File: config.mk
export PLATFORM = sky130hd
export DESIGN_NAME = mem_access_stage
export DESIGN_NICKNAME = d
export VERILOG_FILES = /design/src/rtl/mem_access_stage.sv
export SDC_FILE = /design/constraint.sdc
export NUM_CORES = 1
export LEC_CHECK = 0
export ABC_CLOCK_PERIOD_IN_PS = 1650
export CORE_ASPECT_RATIO = 0.7
export CORE_MARGIN = 2
export CORE_UTILIZATION = 41
export CTS_BUF_LIST = sky130_fd_sc_hd__clkbuf_4 sky130_fd_sc_hd__clkbuf_8
export DETAILED_ROUTE_END_ITERATION = 8
export GPL_TIMING_DRIVEN = 0
export PLACE_DENSITY = 0.87
export SYNTH_ARGS = -nofsm -noshare
export SYNTH_HDL_FRONTEND = slang
export SYNTH_SLANG_ARGS = --single-unit
File: constraint.sdc
create_clock -name clk_MemAcc -period 1.65 [get_ports clk_MemAcc]
set_input_delay 0.165 -clock clk_MemAcc [delete_from_list [all_inputs] [get_ports clk_MemAcc]]
set_output_delay 0.165 -clock clk_MemAcc [all_outputs]
set_load 0.01 [all_outputs]
File: src/rtl/mem_access_stage.sv
// MEM-stage load/store unit: drives a req/ack data-memory bus, forms store lanes and strobes,
// extends load data for MEM/WB, and stalls the pipeline while an access is outstanding.
module mem_access_stage #(
    parameter int TIMEOUT = 16
) (
    input  logic        clk_MemAcc,
    input  logic        rstn_MemAcc,
    input  logic        valid_MemAcc,
    input  logic        MemRead_MemAcc,
    input  logic        MemWrite_MemAcc,
    input  logic [2:0]  funct3_MemAcc,
    input  logic [31:0] ALU_in_MemAcc,
    input  logic [31:0] Data_in_MemAcc,
    output logic        bus_req,
    output logic        bus_we,
    output logic [31:0] bus_addr,
    output logic [31:0] bus_wdata,
    output logic [3:0]  bus_wstrb,
    input  logic [31:0] bus_rdata,
    input  logic        bus_ack,
    output logic [31:0] DMem_data_MemAcc,
    output logic        stall_MemAcc,
    output logic        misalign_MemAcc,
    output logic        bus_err_MemAcc
);

    localparam int CW = (TIMEOUT > 1) ? $clog2(TIMEOUT) : 1;
    localparam logic [CW-1:0] CNT_LAST = CW'(TIMEOUT - 1);

    localparam logic [1:0] S_IDLE = 2'd0;
    localparam logic [1:0] S_BUSY = 2'd1;
    localparam logic [1:0] S_DONE = 2'd2;

    logic [1:0]    state_q, state_d;
    logic          req_q, req_d;
    logic          we_q, we_d;
    logic [31:0]   addr_q, addr_d;
    logic [31:0]   wdata_q, wdata_d;
    logic [3:0]    wstrb_q, wstrb_d;
    logic [31:0]   dmem_q, dmem_d;
    logic          err_q, err_d;
    logic [CW-1:0] cnt_q, cnt_d;
    logic [2:0]    f3_q, f3_d;
    logic [1:0]    lo_q, lo_d;

    logic          is_mem;
    logic          bad_align;
    logic          start;
    logic [31:0]   st_wdata;
    logic [3:0]    st_wstrb;
    logic [7:0]    ld_byte;
    logic [15:0]   ld_half;
    logic [31:0]   ld_data;

    assign is_mem = valid_MemAcc & (MemRead_MemAcc | MemWrite_MemAcc);

    // Undefined widths (011/110/111) are folded into the misalign path so they never reach the bus.
    always_comb begin
        unique case (funct3_MemAcc)
            3'b000, 3'b100: bad_align = 1'b0;
            3'b001, 3'b101: bad_align = ALU_in_MemAcc[0];
            3'b010:         bad_align = (ALU_in_MemAcc[1:0] != 2'b00);
            default:        bad_align = 1'b1;
        endcase
    end

    assign misalign_MemAcc = is_mem & bad_align;
    assign start           = (state_q == S_IDLE) & is_mem & ~bad_align;
    assign stall_MemAcc    = rstn_MemAcc & (start | (state_q == S_BUSY));

    always_comb begin
        unique case (funct3_MemAcc[1:0])
            2'b00: begin
                st_wdata = {4{Data_in_MemAcc[7:0]}};
                st_wstrb = 4'b0001 << ALU_in_MemAcc[1:0];
            end
            2'b01: begin
                st_wdata = {2{Data_in_MemAcc[15:0]}};
                st_wstrb = 4'b0011 << {ALU_in_MemAcc[1], 1'b0};
            end
            default: begin
                st_wdata = Data_in_MemAcc;
                st_wstrb = 4'b1111;
            end
        endcase
    end

    assign ld_byte = 8'(bus_rdata >> {lo_q, 3'b000});
    assign ld_half = 16'(bus_rdata >> {lo_q[1], 4'b0000});

    always_comb begin
        unique case (f3_q)
            3'b000:  ld_data = {{24{ld_byte[7]}}, ld_byte};
            3'b100:  ld_data = {24'h0, ld_byte};
            3'b001:  ld_data = {{16{ld_half[15]}}, ld_half};
            3'b101:  ld_data = {16'h0, ld_half};
            default: ld_data = bus_rdata;
        endcase
    end

    always_comb begin
        // NOTE: every next-state signal defaults to its register so no path leaves it unassigned (no latches).
        state_d = state_q;
        req_d   = req_q;
        we_d    = we_q;
        addr_d  = addr_q;
        wdata_d = wdata_q;
        wstrb_d = wstrb_q;
        dmem_d  = dmem_q;
        err_d   = err_q;
        cnt_d   = cnt_q;
        f3_d    = f3_q;
        lo_d    = lo_q;
        unique case (state_q)
            S_IDLE: begin
                if (start) begin
                    state_d = S_BUSY;
                    req_d   = 1'b1;
                    we_d    = MemWrite_MemAcc;
                    addr_d  = {ALU_in_MemAcc[31:2], 2'b00};
                    wdata_d = st_wdata;
                    wstrb_d = MemWrite_MemAcc ? st_wstrb : 4'b0000;
                    f3_d    = funct3_MemAcc;
                    lo_d    = ALU_in_MemAcc[1:0];
                    cnt_d   = '0;
                end
            end
            S_BUSY: begin
                if (bus_ack) begin
                    if (!we_q) dmem_d = ld_data;
                    req_d   = 1'b0;
                    state_d = S_DONE;
                end else if (cnt_q == CNT_LAST) begin
                    req_d   = 1'b0;
                    err_d   = 1'b1;
                    dmem_d  = 32'h0;
                    state_d = S_DONE;
                end else begin
                    cnt_d = cnt_q + 1'b1;
                end
            end
            // One unstalled cycle lets the pipeline advance past the finished instruction.
            default: state_d = S_IDLE;
        endcase
    end

    // NOTE: state registers use non-blocking assignments so all of them update together at the edge.
    always_ff @(posedge clk_MemAcc or negedge rstn_MemAcc) begin
        if (!rstn_MemAcc) begin
            state_q <= S_IDLE;
            req_q   <= 1'b0;
            we_q    <= 1'b0;
            addr_q  <= 32'h0;
            wdata_q <= 32'h0;
            wstrb_q <= 4'h0;
            dmem_q  <= 32'h0;
            err_q   <= 1'b0;
            cnt_q   <= '0;
            f3_q    <= 3'b000;
            lo_q    <= 2'b00;
        end else begin
            state_q <= state_d;
            req_q   <= req_d;
            we_q    <= we_d;
            addr_q  <= addr_d;
            wdata_q <= wdata_d;
            wstrb_q <= wstrb_d;
            dmem_q  <= dmem_d;
            err_q   <= err_d;
            cnt_q   <= cnt_d;
            f3_q    <= f3_d;
            lo_q    <= lo_d;
        end
    end

    assign bus_req          = req_q;
    assign bus_we           = we_q;
    assign bus_addr         = addr_q;
    assign bus_wdata        = wdata_q;
    assign bus_wstrb        = wstrb_q;
    assign DMem_data_MemAcc = dmem_q;
    assign bus_err_MemAcc   = err_q;

endmodule

==> results of run 1 <==
==> metal layers <==
| metal | track usage | part of all wire |
|---|---|---|
| met1 | 0.328 | 0.43 |
| met2 | 0.377 | 0.46 |
| met3 | 0.0682 | 0.080 |
| met4 | 0.0886 | 0.029 |
| met5 | 0 | 0 |
==> stage by stage <==
stage,instances,area [µm²],util
finish,847,8180,0.658
global route,847,8180,0.658
CTS,847,8090,0.651
detailed placement,815,7550,0.608
global placement,814,7530,0.606
floorplan,445,5250,-
==> worst max-delay path: stages <==
cell	delay, ns
buf_6	0.09
or4_4	0.53
a2111o_1	0.39
buf_6	0.14
buf_12	0.12
a21boi_2	0.11
buf_2	0.16
==> worst paths after layout <==
kind / endpoint / slack (ns)
max: stall_MemAcc / -0.22
min: DMem_data_MemAcc[26] / -0.18
max reg2reg: bus_addr[11] / -0.10
min reg2reg: bus_err_MemAcc / 0.49
max in group asynchronous: bus_addr[28] / 1.08
min in group clk_MemAcc: lo_q[1] / 0.04
==> timing repair <==
item,in CTS,in global routing
pin swaps,24,3
gates cloned,3,1
buffers inserted,14,2
endpoints found under the hold margin,49,49
endpoints found under the setup margin,112,112
gates resized for setup,93,30
==> power groups by stage <==
| stage | Clock (mW) | Sequential [mW] | Combinational (mW) |
|---|---|---|---|
| floorplan | 0 | 4.67 | 1.64 |
| global placement | 0 | 4.30 | 4.56 |
| detailed placement | 0 | 4.35 | 4.65 |
| CTS | 1.63 | 4.33 | 4.90 |
| global route | 1.74 | 4.44 | 5.28 |
| finish | 1.59 | 4.35 | 4.99 |
==> flip-flops by register name (all words and copies together), names as in the netlist <==
signal / cells
bus_we: 1
bus_wstrb: 4
state_q: 2
bus_wdata: 32
cnt_q: 4
DMem_data_MemAcc: 32
f3_q: 3
bus_addr: 30
bus_err_MemAcc: 1
lo_q: 2
bus_req: 1
==> final cells by class <==
| cell class | instances | area share |
|---|---|---|
| inverters | 6 | 0.00275 |
| flip-flops and latches | 112 | 0.343 |
| well taps | 162 | 0.0248 |
| multi-input cells | 295 | 0.290 |
| clock inverters | 5 | 0.00490 |
| plain buffers | 28 | 0.0381 |
| diodes | 1 | 0.000306 |
| repair buffers | 227 | 0.278 |
| clock buffers | 11 | 0.0185 |
==> cell usage in the layout, fill, tap and decap left out, types with 6 or more instances in the layout <==
cell type        netlist  routed
mux2_4                43      45
o21ai_0               43      32
a21oi_1               15      13
dfrtp_1              112     110
nand3_1                9       9
buf_4                  3      21
o22ai_1                6       6
nor2_1                18      16
mux2i_1               32      30
clkbuf_8               0      18
o21ai_1               11      22
a221o_1               18      18
nand2_1               56      54
clkdlybuf4s50_1        0     198
==> cell families after synthesis <==
| logic type | count (synthesis) | share of synthesized area |
|---|---|---|
| muxes | 79 | 0.196 |
| and+or+nand+nor | 99 | 0.0839 |
| other | 1 | 0.000719 |
| buffers and inverters | 38 | 0.0386 |
| AOI/OAI and AO/OA | 113 | 0.140 |
| adders and majority gates | 1 | 0.00240 |
| xor gates and xnor gates | 1 | 0.00168 |
| DFF | 112 | 0.537 |
==> out/qor.yml, run 1 <==
outcome: "finished with violations"
violations: "hold timing, setup timing"
cts_tree: "done"
yosys_register_bits: 112
yosys.area.top_type: "dfrtp_1"
tightest_slew_ns: 0.989
leakage_nw: 3.73
clock_path_buffers: 2
hold_ws_ns: -0.179
path_clk_slew_ns: 0.10
grt-ovfl-total: 0
synth.avg_cell_area_um2: 11.8
dieWidth_um: 139
synth_edf_count: 0
hpwl_mm: 12.3
multiInputGateArea_um2: 2370
gp_congestion: 1.01
place_ws_ns: -1.22
clkPwrFrac: 0.145
skew_ns: 0.00947
synth_seq_area_share: 0.537
ys_warn_count: 0
drc_errors: 0
startpoint_type: "primary input"
drv_slew: 0
finalSetupTns_ns: -5.29
rsz0062_at_grt: "yes"
grt_pass1_wl_mm: 26.1
yosysUniqueCellTypes: 47
fill_cells: 925
rr_startpoint: "state_q[1]"
antenna_found_initial: 1
drt_iter0_markers: 406
fin_crit_ns: 1.87
hp-class: "primary input to asynchronous set/reset pin"
die-area_um2: 13700
worst-r2r-cell-count: 5
end_kind: "output port"
syn_to_final_growth_pct: 56.8
yosysMostFrequentCell: "dfrtp_1"
h-tree-depth: 3
die_y_um: 98.4
critical_path.startpoint: "funct3_MemAcc[2]"
setup_viol_count_final: 67
async_flop_share: 1.00
power_frac_seq: 0.398
cp.required_ns: 1.48
routed_wl_mm: 16.8
synthTopCellsByCount: "112 x dfrtp_1, 56 x nand2_1, 43 x mux2_4, 43 x o21ai_0, 32 x mux2i_1"
cap_violations: 0
max_freq_ghz: 0.535
cp_data_arrival_time_ns: 1.70
synth_top_area_share: 0.537
relSlewSlack: 0.339
finalHoldViolCount: 49
coreArea_um2: 12400
ir_worst_vdd_mv: 0.663
fin_crit_sh: 1.13
pwr-share-comb: 0.457
p_per_area_nw_per_um2: 1340
p_sw_mw: 3.60
grt.total_usage: 0.243
synth_area_leaders: "dfrtp_1 54%, mux2_4 12%, mux2i_1 6.1%"
grt_max_degree: 65
ios: 210
nets: 785
start_util: 0.420
drtPass1Iterations: 5
cts_root_buf: "clkbuf_8"
antenna_left: 0
num_vias: 4643
syn_inst: 444
regArea_um2: 2810
first_global_vias: 4781
cts_buffers: 9
fp-row-count: 34
drive_gt1_frac: 0.203
finalPower_mw: 10.9
worstSetupPathType: "primary input to output port"
switching_share: 0.330
setup_ws_ns: -0.219
synth_flop_cell: "dfrtp_1"
critPathMaxFanout: 2
viasPerCell: 5.48
portBuffers: 207
p_int_mw: 7.33
wl_per_cell_um: 19.9
cts_sinks: 112
worstSkewPairLatency_ns: 0.37
syn_area_um2: 5220
(Power assumes the default switching activity.)
==> run 2, diff against run 1 <==
--- a/config.mk
+++ b/config.mk
@@ -9,9 +9,9 @@
 export CORE_ASPECT_RATIO = 0.7
 export CORE_MARGIN = 2
-export CORE_UTILIZATION = 41
+export CORE_UTILIZATION = 30
 export CTS_BUF_LIST = sky130_fd_sc_hd__clkbuf_4 sky130_fd_sc_hd__clkbuf_8
 export DETAILED_ROUTE_END_ITERATION = 8
 export GPL_TIMING_DRIVEN = 0
-export PLACE_DENSITY = 0.87
+export PLACE_DENSITY = 0.68
 export SYNTH_ARGS = -nofsm -noshare
 export SYNTH_HDL_FRONTEND = slang
==> constraint.sdc (replaced) <==
create_clock -name clk_MemAcc -period 1.65 [get_ports clk_MemAcc]
set_input_delay 0.165 -clock clk_MemAcc [delete_from_list [all_inputs] [get_ports clk_MemAcc]]
set_output_delay 0.165 -clock clk_MemAcc [all_outputs]
set_load 0.02 [all_outputs]
==> out/qor.yml, run 2 (same netlist as run 1, synthesis figures left out) <==
outcome: "finished with violations"
violations: "hold timing, setup timing"
nets: 783
leakage_nw: 3.68
drtPass1Iterations: 4
worstSkewPairLatency_ns: 0.38
antenna_left: 0
fin_crit_sh: 1.16
portBuffers: 207
dpl_cell_area_um2: 7650
final_common_cell: "clkdlybuf4s50_1"
first_global_vias: 4722
routed_wl_mm: 16.8
fp-row-count: 40
end_kind: "output port"
viasPerCell: 4.90
finalHoldViolCount: 69
die_y_um: 114
num_vias: 4475
relSlewSlack: 0.388
p_per_area_nw_per_um2: 1410
cap_violations: 0
hold_ws_ns: -0.238
grt-ovfl-total: 0
cts_tree: "done"
drv_slew: 0
dp_cells: 884
die-area_um2: 18500
place_ws_ns: -1.29
path_clk_slew_ns: 0.11
hp-class: "primary input to asynchronous set/reset pin"
finalSetupTns_ns: -6.05
fin_crit_ns: 1.92
setup_ws_ns: -0.272
dieWidth_um: 162
cts_sinks: 112
tightest_slew_ns: 0.915
drt_iter0_markers: 237
clock_path_buffers: 2
drive_gt1_frac: 0.189
gp_congestion: 0.859
final_cell_mix: "196 x clkdlybuf4s50_1, 109 x dfrtp_1, 56 x nand2_1, 45 x mux2_4, 40 x o21ai_0"
cp.required_ns: 1.48
h-tree-depth: 3
grt_pass1_wl_mm: 26.1
cts-hold-fix-buffers: 3
coreArea_um2: 17100
wl_per_cell_um: 18.4
max_freq_ghz: 0.520
setup_viol_count_final: 86
cp_data_arrival_time_ns: 1.76
diodes: 0
antenna_found_initial: 0
hpwl_mm: 12.5
cts_buffers: 9
startpoint_type: "primary input"
finalNonFillerCells: 913
start_util: 0.305
worstSetupPathType: "primary input to output port"
fin_area_um2: 8160
grt_max_degree: 71
syn_to_final_growth_pct: 56.4
critPathMaxFanout: 6
rsz0062_at_grt: "yes"
cts_root_buf: "clkbuf_8"
skew_ns: 0.0109
grt.total_usage: 0.183
ios: 210
ir_worst_vdd_mv: 0.662
drc_errors: 0
## run 2: changes by cell type in the layout (fill, tap and decap cells not counted), moves of 3 or more
cell,change
buf_4,-4
buf_6,+4
clkbuf_2,+3
clkbuf_8,-7
o21ai_0,+8
o21ai_1,-8
## run 2: per-stage QoR
| step | util | hold WS, ns | total power, mW |
|---|---|---|---|
| 4_1_cts | 0.472 | -0.217 | 11.5 |
| 3_5_place_dp | 0.447 | 0.127 | 9.71 |
| 6_report | 0.477 | -0.238 | 11.5 |
| 2_1_floorplan | - | -0.131 | 7.00 |
| 3_3_place_gp | 0.445 | 0.446 | 9.57 |
| 5_1_grt | 0.477 | -0.210 | 12.1 |
## run 2: worst max-delay path, stage by stage
cell and delay, ns:
buf_4 0.14, or4_4 0.48, a2111o_1 0.44, buf_6 0.14, buf_12 0.12, a21boi_2 0.13
buf_6 0.14
## run 2: path summary, 6_finish.rpt
path,cells past startpoint,from,endpoint,slack [ns]
worst min-delay path,2,rstn_MemAcc,DMem_data_MemAcc[10],-0.24
worst max-delay path,7,ALU_in_MemAcc[0],stall_MemAcc,-0.27
worst min register to register,1,bus_err_MemAcc,bus_err_MemAcc,0.47
max in group asynchronous,4,rstn_MemAcc,f3_q[0],0.91
min in group clk_MemAcc,2,funct3_MemAcc[2],f3_q[2],0.03
worst max register to register,5,state_q[0],bus_addr[13],-0.08
## run 2: power breakdown
part	switching, mW	internal (mW)
registers	0.649	3.69
clock network	1.02	0.582
logic	2.62	2.93
## run 2: cell type report
type | count | area [µm²]
Multi-Input combinational cell | 295 | 2320
Sequential cell | 112 | 2810
Clock inverter | 7 | 63.8
Timing Repair Buffer | 224 | 2260
Inverter | 6 | 22.5
Fill cell | 1569 | 8960
Tap cell | 231 | 289
Clock buffer | 9 | 124
Buffer | 29 | 267
## run 2: routing by layer
layer  GRT usage  vias up  part of all wire
met5           0        -                 0
met4      0.0496        0             0.016
met3      0.0489       25             0.062
met2       0.286      164              0.46
met1       0.253     2224              0.46
li1            -     2062                 -
## run 2: repair_timing
| item | CTS | global route |
|---|---|---|
| setup buffers | 8 | 5 |
| gates resized for setup | 67 | 26 |
| hold endpoints to repair | 43 | 69 |
| pin swaps | 6 | 2 |
| setup endpoints to repair | 113 | 110 |
==> run 3, diff against run 2 <==
CORE_MARGIN = 4   (was 2)
REMOVE_ABC_BUFFERS = 1   (was unset)
==> out/qor.yml, run 3 (same netlist as run 1, synthesis figures left out) <==
switching_share: 0.372
diodes: 0
hpwl_mm: 11.1
clock_path_buffers: 2
violations: "hold timing, setup timing"
drive_gt1_frac: 0.174
syn_to_final_growth_pct: 52.7
gp_congestion: 0.808
path_clk_slew_ns: 0.11
clkPwrFrac: 0.138
fin_crit_ns: 1.76
routed_wl_mm: 15.8
hold_ws_ns: -0.181
path_cells: "buf_16, or4_4, a2111o_2, buf_6, buf_12, mux2_4"
antenna_found_initial: 0
tightest_slew_ns: 1.03
grt_max_degree: 61
worstSetupPathType: "primary input to flop"
fp-row-count: 40
cts_sinks: 112
cap_violations: 0
critPathMaxFanout: 27
finalPower_mw: 11.4
dieWidth_um: 166
nets: 756
die_y_um: 118
final_common_cell: "clkdlybuf4s50_1"
max_stage_delay_ns: 0.54
finalHoldViolCount: 52
final_cell_mix: "196 x clkdlybuf4s50_1, 109 x dfrtp_1, 55 x nand2_1, 44 x mux2_4, 40 x o21ai_0"
max_freq_ghz: 0.569
drv_slew: 0
first_global_vias: 4554
cp_data_arrival_time_ns: 2.03
grt.total_usage: 0.157
coreArea_um2: 17100
h-tree-depth: 3
grt-ovfl-total: 0
cts_root_buf: "clkbuf_8"
viasPerCell: 4.90
antenna_left: 0
pwr-share-comb: 0.476
die-area_um2: 19600
setup_ws_ns: -0.107
hp-class: "primary input to asynchronous set/reset pin"
drc_errors: 0
outcome: "finished with violations"
cts_tree: "done"
p_sw_mw: 4.23
wl_per_cell_um: 17.9
setup_viol_count_final: 42
cts_buffers: 9
relSlewSlack: 0.309
p_int_mw: 7.13
drt_iter0_markers: 338
grt_pass1_wl_mm: 25.0
skew_ns: 0.00992
rsz0062_at_grt: "yes"
power_frac_seq: 0.386
num_vias: 4344
start_util: 0.305
end_kind: "flop"
fill_cells: 1580
portBuffers: 207
drtPass1Iterations: 4
leakage_nw: 3.55
p_per_area_nw_per_um2: 1430
cp.required_ns: 1.92
crit_slowest_cell: "or4_4"
ir_worst_vdd_mv: 0.685
fin_crit_sh: 1.06
ios: 210
startpoint_type: "primary input"
worstSkewPairLatency_ns: 0.39
-- run 3: cell types whose count changed in the layout (fill, tap and decap cells not counted), sizes merged --
cell          before  now
buf               40   24
inv                9    7
clkbuf            20   10
dlymetal6s2s       2    1
a2111o             1    2
dlygate4sd3        1    0
clkinv             2    4
-- run 3: cell type report --
type | instances | area, µm² | area share
Timing Repair Buffer | 225 | 2290 | 0.288
Multi-Input combinational cell | 296 | 2370 | 0.297
Sequential cell | 112 | 2810 | 0.353
Clock inverter | 7 | 55.1 | 0.00691
Tap cell | 231 | 289 | 0.0363
Inverter | 6 | 26.3 | 0.00330
Clock buffer | 9 | 124 | 0.0155
-- run 3: power groups by stage --
stage	logic (mW)	clock network, mW	registers, mW
4_1_cts	5.33	1.66	4.39
6_report	5.40	1.57	4.38
3_3_place_gp	5.12	0	4.36
3_5_place_dp	5.17	0	4.41
2_1_floorplan	1.52	0	5.40
5_1_grt	5.74	1.78	4.51
-- run 3: final timing paths --
kind                                   from  cells after the start  slack [ns]                   end
setup / recovery           funct3_MemAcc[0]                      6       -0.11          bus_addr[14]
hold / removal                  rstn_MemAcc                      1       -0.18  DMem_data_MemAcc[23]
setup reg to reg                 state_q[1]                      4       -0.08          bus_addr[14]
hold reg to reg              bus_err_MemAcc                      1        0.48        bus_err_MemAcc
max in group asynchronous       rstn_MemAcc                      2        1.10           bus_addr[3]
min in group clk_MemAcc    funct3_MemAcc[2]                      2        0.05               f3_q[2]
-- run 3: timing repair --
action | in CTS | in global routing
pin swaps | 23 | 2
gates resized for setup | 62 | 17
buffers inserted | 8 | 9
gates cloned | 1 | 1
setup endpoints to repair | 113 | 91
hold endpoints to repair | 52 | 52
-- run 3: worst max-delay path: cells and delay by family --
kind	cells	cell delay [ns]
multiplexers	1	0.31
buffers and inverters	3	0.50
AND/OR/NAND/NOR	1	0.54
AO/OA/AOI/OAI	1	0.47
-- run 3: metrics by stage --
step | utilization | setup TNS, ns | std cells | area, µm² | worst slack (ns)
5_1_grt | 0.465 | -4.24 | 886 | 7970 | -0.125
2_1_floorplan | - | -130.73 | 413 | 5040 | -2.11
4_1_cts | 0.458 | -4.50 | 879 | 7840 | -0.131
3_5_place_dp | 0.437 | -142.80 | 854 | 7470 | -1.96
3_3_place_gp | 0.433 | -750.22 | 851 | 7400 | -4.36
6_report | 0.465 | -3.56 | 886 | 7970 | -0.107
-- run 3: per-layer routing --
metal | wire length [µm] | track usage | vias up | part of all wire
met5 | 0 | 0 | - | 0
met4 | 151 | 0.0314 | 0 | 0.0095
met3 | 1340 | 0.0582 | 13 | 0.084
met2 | 7130 | 0.244 | 175 | 0.45
met1 | 7230 | 0.211 | 2140 | 0.46
li1 | - | - | 2016 | -
